--- config.mk ---
export PLATFORM = sky130hd
export DESIGN_NAME = tlcd_reader
export DESIGN_NICKNAME = d
export VERILOG_FILES = /design/src/rtl/tlcd_pkg.sv /design/src/rtl/tlcd_bus_cycle.sv /design/src/rtl/tlcd_reader.sv
export SDC_FILE = /design/constraint.sdc
export NUM_CORES = 1
export LEC_CHECK = 0
export ABC_AREA = 1
export CAP_MARGIN = 15
export CORE_ASPECT_RATIO = 0.6
export CORE_MARGIN = 8
export CORE_UTILIZATION = 25
export CTS_CLUSTER_DIAMETER = 150
export DETAILED_ROUTE_END_ITERATION = 10
export SLEW_MARGIN = 30
export SYNTH_ARGS = -nofsm -noshare
export SYNTH_HDL_FRONTEND = slang
export SYNTH_SLANG_ARGS = --single-unit
--- constraint.sdc ---
create_clock -name CLK -period 4.5 [get_ports CLK]
set_clock_uncertainty 0.05 [all_clocks]
set_input_delay 0.9 -clock CLK [delete_from_list [all_inputs] [get_ports CLK]]
set_output_delay 0.9 -clock CLK [all_outputs]
set_load 0.02 [all_outputs]
--- src/rtl/tlcd_pkg.sv ---
// Shared definitions for the character-LCD read controller: controller
// states, the DDRAM address command and the busy-flag bit position.
package tlcd_pkg;

    typedef enum logic [2:0] {
        IDLE,
        ADDR_WR,
        POLL,
        DATA_RD,
        BF_RD,
        DONE
    } state_e;

    // Set-DDRAM-address instruction; the low 7 bits carry the address.
    localparam logic [7:0] CMD_SET_DDRAM = 8'h80;

    // Busy flag position inside the status byte {BF, AC[6:0]}.
    localparam int BF_BIT = 7;

endpackage

--- src/rtl/tlcd_bus_cycle.sv ---
// One LCD bus cycle: T_SETUP clocks with E low, T_EPW clocks with E high,
// T_HOLD clocks with E low. RS/RW/write data are latched when start_i is
// seen and only change on the first setup clock. A new cycle may be
// started on the same edge the previous one finishes.
module tlcd_bus_cycle #(
    parameter int T_SETUP = 2,
    parameter int T_EPW   = 12,
    parameter int T_HOLD  = 2
) (
    input  logic       CLK,
    input  logic       RESETN,
    input  logic       start_i,
    input  logic       rs_i,
    input  logic       rw_i,
    input  logic [7:0] wdata_i,
    output logic       done_o,
    output logic [7:0] rdata_o,
    output logic       e_o,
    output logic       rs_o,
    output logic       rw_o,
    output logic       oe_o,
    output logic [7:0] wdata_o,
    input  logic [7:0] data_in_i
);

    localparam int TOTAL = T_SETUP + T_EPW + T_HOLD;
    localparam int CW    = $clog2(TOTAL + 1);
    localparam logic [CW-1:0] LAST    = CW'(TOTAL - 1);
    localparam logic [CW-1:0] E_FIRST = CW'(T_SETUP);
    localparam logic [CW-1:0] E_LAST  = CW'(T_SETUP + T_EPW - 1);

    logic          active_q, active_d;
    logic [CW-1:0] cnt_q, cnt_d;
    logic          e_q, e_d;
    logic          rs_q, rs_d;
    logic          rw_q, rw_d;
    logic          oe_q, oe_d;
    logic [7:0]    wdata_q, wdata_d;
    logic [7:0]    rdata_q, rdata_d;

    assign done_o = active_q && (cnt_q == LAST);

    // Next-state for the phase counter and the latched pad controls.
    always_comb begin
        // NOTE: every signal gets a default first so no path leaves a latch.
        active_d = active_q;
        cnt_d    = cnt_q;
        rs_d     = rs_q;
        rw_d     = rw_q;
        oe_d     = oe_q;
        wdata_d  = wdata_q;
        rdata_d  = rdata_q;
        if (start_i) begin
            active_d = 1'b1;
            cnt_d    = '0;
            rs_d     = rs_i;
            rw_d     = rw_i;
            oe_d     = !rw_i;
            wdata_d  = wdata_i;
        end else if (done_o) begin
            active_d = 1'b0;
            cnt_d    = '0;
            oe_d     = 1'b0;
        end else if (active_q) begin
            cnt_d = cnt_q + 1'b1;
        end
        // E is registered so the strobe pin is glitch-free.
        e_d = active_d && (cnt_d >= E_FIRST) && (cnt_d <= E_LAST);
        // Read data is taken on the last E-high clock.
        if (active_q && rw_q && (cnt_q == E_LAST)) begin
            rdata_d = data_in_i;
        end
    end

    // Bus-cycle registers; reset drops E and OE immediately.
    always_ff @(posedge CLK) begin
        // NOTE: sequential state uses non-blocking assignments only.
        if (RESETN) begin
            active_q <= 1'b0;
            cnt_q    <= '0;
            e_q      <= 1'b0;
            rs_q     <= 1'b0;
            rw_q     <= 1'b1;
            oe_q     <= 1'b0;
            wdata_q  <= 8'h00;
            rdata_q  <= 8'h00;
        end else begin
            active_q <= active_d;
            cnt_q    <= cnt_d;
            e_q      <= e_d;
            rs_q     <= rs_d;
            rw_q     <= rw_d;
            oe_q     <= oe_d;
            wdata_q  <= wdata_d;
            rdata_q  <= rdata_d;
        end
    end

    assign e_o     = e_q;
    assign rs_o    = rs_q;
    assign rw_o    = rw_q;
    assign oe_o    = oe_q;
    assign wdata_o = wdata_q;
    assign rdata_o = rdata_q;

endmodule

--- src/rtl/tlcd_reader.sv ---
// Character-LCD read controller. Serves busy-flag/address reads and DDRAM
// data reads (set address, poll busy flag, read data) over a 4-wire-strobe
// 8-bit bus, returning a one-cycle response strobe.
module tlcd_reader
    import tlcd_pkg::*;
#(
    parameter int T_SETUP    = 2,
    parameter int T_EPW      = 12,
    parameter int T_HOLD     = 2,
    parameter int BF_TIMEOUT = 255
) (
    input  logic       CLK,
    input  logic       RESETN,
    input  logic       REQ_VALID,
    output logic       REQ_READY,
    input  logic       REQ_DATA,
    input  logic [6:0] REQ_ADDR,
    output logic       RSP_VALID,
    output logic [7:0] RSP_DATA,
    output logic       RSP_ERR,
    output logic       TLCD_E,
    output logic       TLCD_RS,
    output logic       TLCD_RW,
    output logic [7:0] TLCD_DATA_OUT,
    output logic       TLCD_DATA_OE,
    input  logic [7:0] TLCD_DATA_IN
);

    state_e     state_q, state_d;
    logic       ready_q;
    logic [7:0] poll_cnt_q, poll_cnt_d;
    logic [7:0] rsp_data_q, rsp_data_d;
    logic       rsp_err_q, rsp_err_d;

    logic       bus_start, bus_rs, bus_rw, bus_done;
    logic [7:0] bus_wdata, bus_rdata;

    logic accept, busy_flag, last_poll;

    assign accept    = REQ_VALID && ready_q;
    assign busy_flag = bus_rdata[BF_BIT];
    assign last_poll = (int'(poll_cnt_q) + 1) >= BF_TIMEOUT;

    // State register.
    always_ff @(posedge CLK) begin
        if (RESETN) state_q <= IDLE;
        else        state_q <= state_d;
    end

    // Next-state logic.
    always_comb begin
        state_d = state_q;
        case (state_q)
            IDLE:    if (accept) state_d = REQ_DATA ? ADDR_WR : BF_RD;
            BF_RD:   if (bus_done) state_d = DONE;
            ADDR_WR: if (bus_done) state_d = POLL;
            POLL: begin
                if (bus_done) begin
                    if (!busy_flag)    state_d = DATA_RD;
                    else if (last_poll) state_d = DONE;
                end
            end
            DATA_RD: if (bus_done) state_d = DONE;
            DONE:    state_d = IDLE;
            default: state_d = IDLE;
        endcase
    end

    // Outputs: bus-cycle launch, poll counter and response capture.
    always_comb begin
        bus_start  = 1'b0;
        bus_rs     = 1'b0;
        bus_rw     = 1'b1;
        bus_wdata  = 8'h00;
        poll_cnt_d = poll_cnt_q;
        rsp_data_d = rsp_data_q;
        rsp_err_d  = rsp_err_q;

        // A cycle is launched whenever the next state needs the bus and the
        // bus is free (idle, or finishing on this edge), so cycles abut.
        if ((state_q == IDLE || bus_done) &&
            (state_d inside {ADDR_WR, POLL, DATA_RD, BF_RD})) begin
            bus_start = 1'b1;
        end
        case (state_d)
            ADDR_WR: begin
                bus_rw    = 1'b0;
                bus_wdata = CMD_SET_DDRAM | {1'b0, REQ_ADDR};
            end
            DATA_RD: bus_rs = 1'b1;
            default: ;
        endcase

        if (state_q != POLL && state_d == POLL) begin
            poll_cnt_d = 8'h00;
        end else if (state_q == POLL && bus_done && busy_flag) begin
            poll_cnt_d = (poll_cnt_q == 8'hFF) ? poll_cnt_q : poll_cnt_q + 8'd1;
        end

        if (bus_done && (state_q == BF_RD || state_q == DATA_RD)) begin
            rsp_data_d = bus_rdata;
            rsp_err_d  = 1'b0;
        end else if (state_q == POLL && state_d == DONE) begin
            rsp_data_d = 8'h00;
            rsp_err_d  = 1'b1;
        end
    end

    // Poll counter and held response registers.
    always_ff @(posedge CLK) begin
        if (RESETN) begin
            poll_cnt_q <= 8'h00;
            rsp_data_q <= 8'h00;
            rsp_err_q  <= 1'b0;
        end else begin
            poll_cnt_q <= poll_cnt_d;
            rsp_data_q <= rsp_data_d;
            rsp_err_q  <= rsp_err_d;
        end
    end

    // Ready is registered so it stays low through reset and rises one clock after release.
    always_ff @(posedge CLK) begin
        if (RESETN) ready_q <= 1'b0;
        else        ready_q <= (state_d == IDLE);
    end

    tlcd_bus_cycle #(
        .T_SETUP (T_SETUP),
        .T_EPW   (T_EPW),
        .T_HOLD  (T_HOLD)
    ) u_bus (
        .CLK       (CLK),
        .RESETN    (RESETN),
        .start_i   (bus_start),
        .rs_i      (bus_rs),
        .rw_i      (bus_rw),
        .wdata_i   (bus_wdata),
        .done_o    (bus_done),
        .rdata_o   (bus_rdata),
        .e_o       (TLCD_E),
        .rs_o      (TLCD_RS),
        .rw_o      (TLCD_RW),
        .oe_o      (TLCD_DATA_OE),
        .wdata_o   (TLCD_DATA_OUT),
        .data_in_i (TLCD_DATA_IN)
    );

    assign REQ_READY = ready_q;
    assign RSP_VALID = (state_q == DONE);
    assign RSP_DATA  = rsp_data_q;
    assign RSP_ERR   = rsp_err_q;

endmodule

* Word level (Yosys, flattened, before mapping)
Index checks and enable logic that the tools add are counted.
Storage, ports and cells: register bits after elaboration 47, output and inout port bits 23, bits of input ports 19, word-level logic and storage cells 78
Operators by class: $lt $le $gt $ge 3, add/subtract/negate cells 3, bitwise gates (word level) 1, equality and inequality tests 14, mux-type cells 21, reduce and logical (&&, ||, !) cells 23
Operators by type and width (count):
- 2-to-1 mux 8 bit | 3
- 2-to-1 mux 3 bit | 7
- 2-to-1 mux 5 bit | 3
- equality test 3 x 2 -> 1 bit, second input constant | 4
- equality test 3 bit, second input constant | 4
- logical AND 1 bit | 12
- one-hot mux 3 bit (4 select lines) | 1
- equality test 5 x 4 -> 1 bit, second input constant | 2
- adder 8 x 1 -> 9 bit, second input constant | 1
- >= comparator 9 x 8 -> 1 bit, second input constant | 1
- adder 8 x 1 -> 8 bit, second input constant | 1
- equality test 8 bit, second input constant | 1
- 2-to-1 mux 1 bit | 7
- equality test 3 x 1 -> 1 bit, second input constant | 2
- logical NOT 3 bit | 2
- OR reduction 2 bit | 3
- adder 5 x 1 -> 5 bit, second input constant | 1
- >= comparator 5 x 2 -> 1 bit, second input constant | 1
- less-or-equal comparator 5 x 4 -> 1 bit, second input constant | 1
- nonzero test 2 bit | 2
- nonzero test 4 bit | 1
- != test 3 x 2 -> 1 bit, second input constant | 1
- logical OR 1 bit | 2
- AND reduction 2 bit | 1
- NOT 1 bit | 1

* Longest topological paths before layout
word-level depth 14, gate-level depth with buffers 16, mapped depth without buffers 16

* Hierarchy
From an unflattened synthesis, not the netlist that was laid out.
Second synthesis, totals: cell total of the unflattened synthesis 332, area, all modules 2297.2 µm²
By module, submodules not included:
- tlcd_reader | sequential area each 420.4 µm², cells each 183, area each 1191.1 µm², instances 1
- tlcd_bus_cycle | sequential area each 520.5 µm², cells each 149, area each 1106.1 µm², instances 1

* Worst setup path before layout
Ideal clock, no wire load.
path type input -> register, start point input REQ_VALID, end point register u_bus.rw_q (netlist: u_bus.rw_o), arrival time 1982 ps, stages 10, path slack 2346 ps, library setup time 122 ps, data required time 4328 ps, buffers on the path 0, cells stage by stage nand2_1 > nor2_1 > nand2_1 > inv_1 > a21oi_1 > nand4_4 > nand3_4 > inv_1 > o21ai_0 > nand2_1
On the way: cells in the longest elaborated chain, start to end 7, elaborated cells on any way between the ends 11, classes of those cells 4 x eq/ne; 4 x mux; 3 x reduce/logical
Ends and longest elaborated chain:
- start: declaration | RTL line tlcd_reader.sv:14 | input logic REQ_VALID,
- logical AND 1 bit (*) | RTL line tlcd_reader.sv:40 | assign accept = REQ_VALID && ready_q;
- 2-to-1 mux 3 bit (*) | RTL line tlcd_reader.sv:54 | IDLE: if (accept) state_d = REQ_DATA ? ADDR_WR : BF_RD;
- one-hot mux 3 bit (4 select lines) (*) | RTL line tlcd_reader.sv:53 | case (state_q)
- equality test 3 x 1 -> 1 bit (tied with other cells) | RTL line tlcd_reader.sv:82, tlcd_reader.sv:85
- nonzero test 4 bit | RTL line tlcd_reader.sv:82 | (state_d inside {ADDR_WR, POLL, DATA_RD, BF_RD})) begin
- logical AND 1 bit | RTL line tlcd_reader.sv:81 | if ((state_q == IDLE || bus_done) &&
- 2-to-1 mux 1 bit | RTL line tlcd_reader.sv:81
- end signal: assignment | RTL line tlcd_bus_cycle.sv:92 | rw_q <= rw_d;
- end: declaration | RTL line tlcd_bus_cycle.sv:36 | logic rw_q, rw_d;
Every way passes the cells marked *; elsewhere a longest branch is shown, timed or not. A chain may end at the register's enable or synchronous reset.

* Worst setup path in the final report
Ends and elaborated chain as after synthesis.

==> results.py <==
metrics = {
    "status": {
        "outcome": "finished clean",
    },
    "setup_path": {
        "timing.critical_path.mode_cell": "nand2_1",
        "path_buf_inv": 3,
        "slowest_stage": "clkdlybuf4s50_1",
        "start_kind": "primary input",
        "crit_family": "simple AND/OR/NAND/NOR gates",
        "cp-startpoint": "REQ_VALID",
        "crit_chain": "clkdlybuf4s50_1 > nand2_1 > nor2_1 > nand2_1 > inv_1 > a21oi_1 > nand4_4 > nand3_4 > inv_1 > o21ai_0 > nand2_1",
        "reg2reg_from": "u_bus.cnt_q[0]",
        "crit_fanout": 18,
        "worstSetupEndpointType": "flip-flop",
        "critPathRequiredTime_ns": 4.61,
        "critPathKind": "primary input to flip-flop",
        "cp_slowest_stage_delay_ns": 0.40,
        "arrival_ns": 2.76,
    },
    "logic_synthesis": {
        "synth_compound_area_share_pct": 16.0,
        "muxShareOfSynthArea_pct": 0,
        "synth_warnings": 0,
        "synth_top_area_share_pct": 44.3,
        "ys_ff_latch": 47,
        "syn_inst": 285,
        "syn_avg_cell_area_um2": 7.45,
        "yosys.area.top_type": "dfxtp_1",
        "synth_top_family_by_area": "simple AND/OR/NAND/NOR gates",
        "synth_area_um2": 2120,
        "synth-xor-area-share_pct": 1.65,
        "synth-simple-area-share_pct": 27.5,
        "syn_nets": 309,
        "yosys-top-cells-area": "dfxtp_1 44%, nand2_1 13%, a21oi_1 7.5%, inv_1 5.8%, nor2_1 5.3%",
        "synth.distinct_cells": 28,
        "synth_fa_ha_area_share_pct": 2.95,
        "synth-seq-area-share_pct": 44.3,
    },
    "global_routing": {
        "grt_start_max_net_pins": 29,
        "grt_use_total_pct": 9.55,
        "antenna_found_initial": 0,
        "overflow": 0,
        "first_global_vias": 1864,
        "grt_pass1_wl_mm": 8.98,
    },
    "timing": {
        "fmax_mhz": 378,
        "setup_viol": 0,
        "fin_crit_sh_pct": 58.8,
        "maxSlewViolCount": 0,
        "tightest_slew_ns": 0.667,
        "min_period_ns": 2.65,
        "slew_headroom_pct": 55.4,
        "grt_setup_unrepaired": "no",
        "hold_viol": 0,
        "fin_setup_tns_ns": 0,
    },
    "pwr": {
        "total_power_mw": 0.938,
        "pwr_density_cell_nw_per_um2": 333,
        "cellLeakagePower_nw": 1.01,
        "ir_drop_v": 0.000131,
    },
    "job": {
        "drv_cap": 0,
    },
    "final_layout": {
        "final_cell_mix": "74 x nand2_1, 47 x dfxtp_1, 41 x clkdlybuf4s50_1",
        "area_growth_pct": 32.5,
        "final_common_cell": "nand2_1",
        "finalNetCount": 351,
        "antenna_cells": 0,
        "n_fill_cell": 872,
        "drive_gt1_share_pct": 7.62,
    },
    "route": {
        "wirelength_mm": 5.42,
        "ant_nets": 0,
        "vias_per_cell": 4.37,
        "dr.pass1.iters": 4,
        "via_count": 1924,
        "drt_iter0_drc": 100,
        "wl_per_cell_um": 12.3,
        "drc_errors": 0,
    },
    "placed_design": {
        "dpl.hpwl_mm": 4.10,
        "io_buffers": 41,
        "globalplace.congestion": 0.785,
    },
    "min_path": {
        "hp-class": "flip-flop to flip-flop",
        "min_from": "u_bus.rdata_o[2]",
    },
    "clocking": {
        "cts_setup_buffers": 0,
        "cts_tree": "yes",
        "clkLatencyLatePin_ns": 0.28,
        "ctsHoldBuffers": 0,
        "clk_path_buf_depth": 2,
        "ctsResizeCount": 0,
        "path_clk_slew_ns": 0.07,
        "cts_made_buffers": 5,
        "cts_root_buf": "clkbuf_16",
        "clock_sinks": 47,
        "cts_htree_levels": 2,
    },
    "floorplan": {
        "dieArea_um2": 11800,
        "die_x_um": 135,
        "coreArea_um2": 8390,
        "boundaryPins": 42,
        "rows": 26,
        "start_util_pct": 25.3,
        "die_h_um": 87.4,
    },
}
-- power by group --
part | total, mW | switching [mW] | internal [mW]
clock network | 0.421 | 0.159 | 0.262
registers | 0.433 | 0.00798 | 0.425
logic | 0.0843 | 0.0468 | 0.0374
-- final timing paths --
path              slack, ns  cells after the start          endpoint
hold reg to reg        0.40                      2  u_bus.rdata_o[2]
setup / recovery       1.85                     11        u_bus.rw_o
hold / removal         0.40                      2  u_bus.rdata_o[2]
setup reg to reg       1.93                     11     poll_cnt_q[4]
-- routing by layer --
metal / global-route usage [%] / routed length (um) / share of wire, % / vias up
met4: 2.71 / 59 / 1.1 / 0
met5: 0 / 0 / 0 / -
li1: - / - / - / 1002
met2: 13.3 / 2010 / 37 / 62
met3: 3.80 / 448 / 8.3 / 7
met1: 13.1 / 2900 / 54 / 853
-- synth_stat cells, drive strengths merged --
cell	n
a211oi	4
clkbuf	6
o22ai	2
o21bai	2
o21ai	13
nor3	3
nand4	1
buf	1
nand3	15
a21oi	35
xnor2	2
nor2	34
xor2	2
o32ai	1
nor4	1
inv	33
o31ai	2
ha	5
nand2	76
dfxtp	47
-- worst min-delay path, cell delays in order, from the launching register on --
cell and delay (ns):
dfxtp_1 0.31, inv_1 0.04, a21oi_1 0.05
-- per-stage QoR --
step / utilization, % / std cells / worst slack [ns] / cell area [um^2] / hold slack (ns)
after floorplan: - / 285 / 2.35 / 2120 / 0.374
after global placement: 31.5 / 432 / 1.68 / 2640 / 0.384
after detailed placement: 31.5 / 432 / 1.60 / 2640 / 0.388
after CTS: 33.5 / 440 / 1.84 / 2810 / 0.398
after global routing: 33.5 / 440 / 1.68 / 2810 / 0.408
final: 33.5 / 440 / 1.85 / 2810 / 0.396
-- registers in the layout, summed over array words and instances, names as in the netlist --
signal,cells
REQ_READY,1
RSP_DATA,8
RSP_ERR,1
poll_cnt_q,8
state_q,3
u_bus.active_q,1
u_bus.cnt_q,5
u_bus.e_o,1
u_bus.oe_o,1
u_bus.rdata_o,8
u_bus.rs_o,1
u_bus.rw_o,1
u_bus.wdata_o,8
-- cell families after synthesis --
group                    Yosys count
AND/OR/NAND/NOR                  130
adder cells (fa/ha/maj)            5
XOR/XNOR                           4
flip-flops                        47
buffers and inverters             40
AO/OA/AOI/OAI                     59
-- cell type report --
class,count,area (um^2),share of cell area (%)
inverters,33,124,4.40
clock inverters,3,43.8,1.56
flip-flops and latches,47,941,33.5
well taps,112,140,4.98
clock buffers,5,125,4.45
repair buffers,42,418,14.9
multi-input cells,198,1020,36.3
Note: power is estimated with default switching activity, not from simulation.
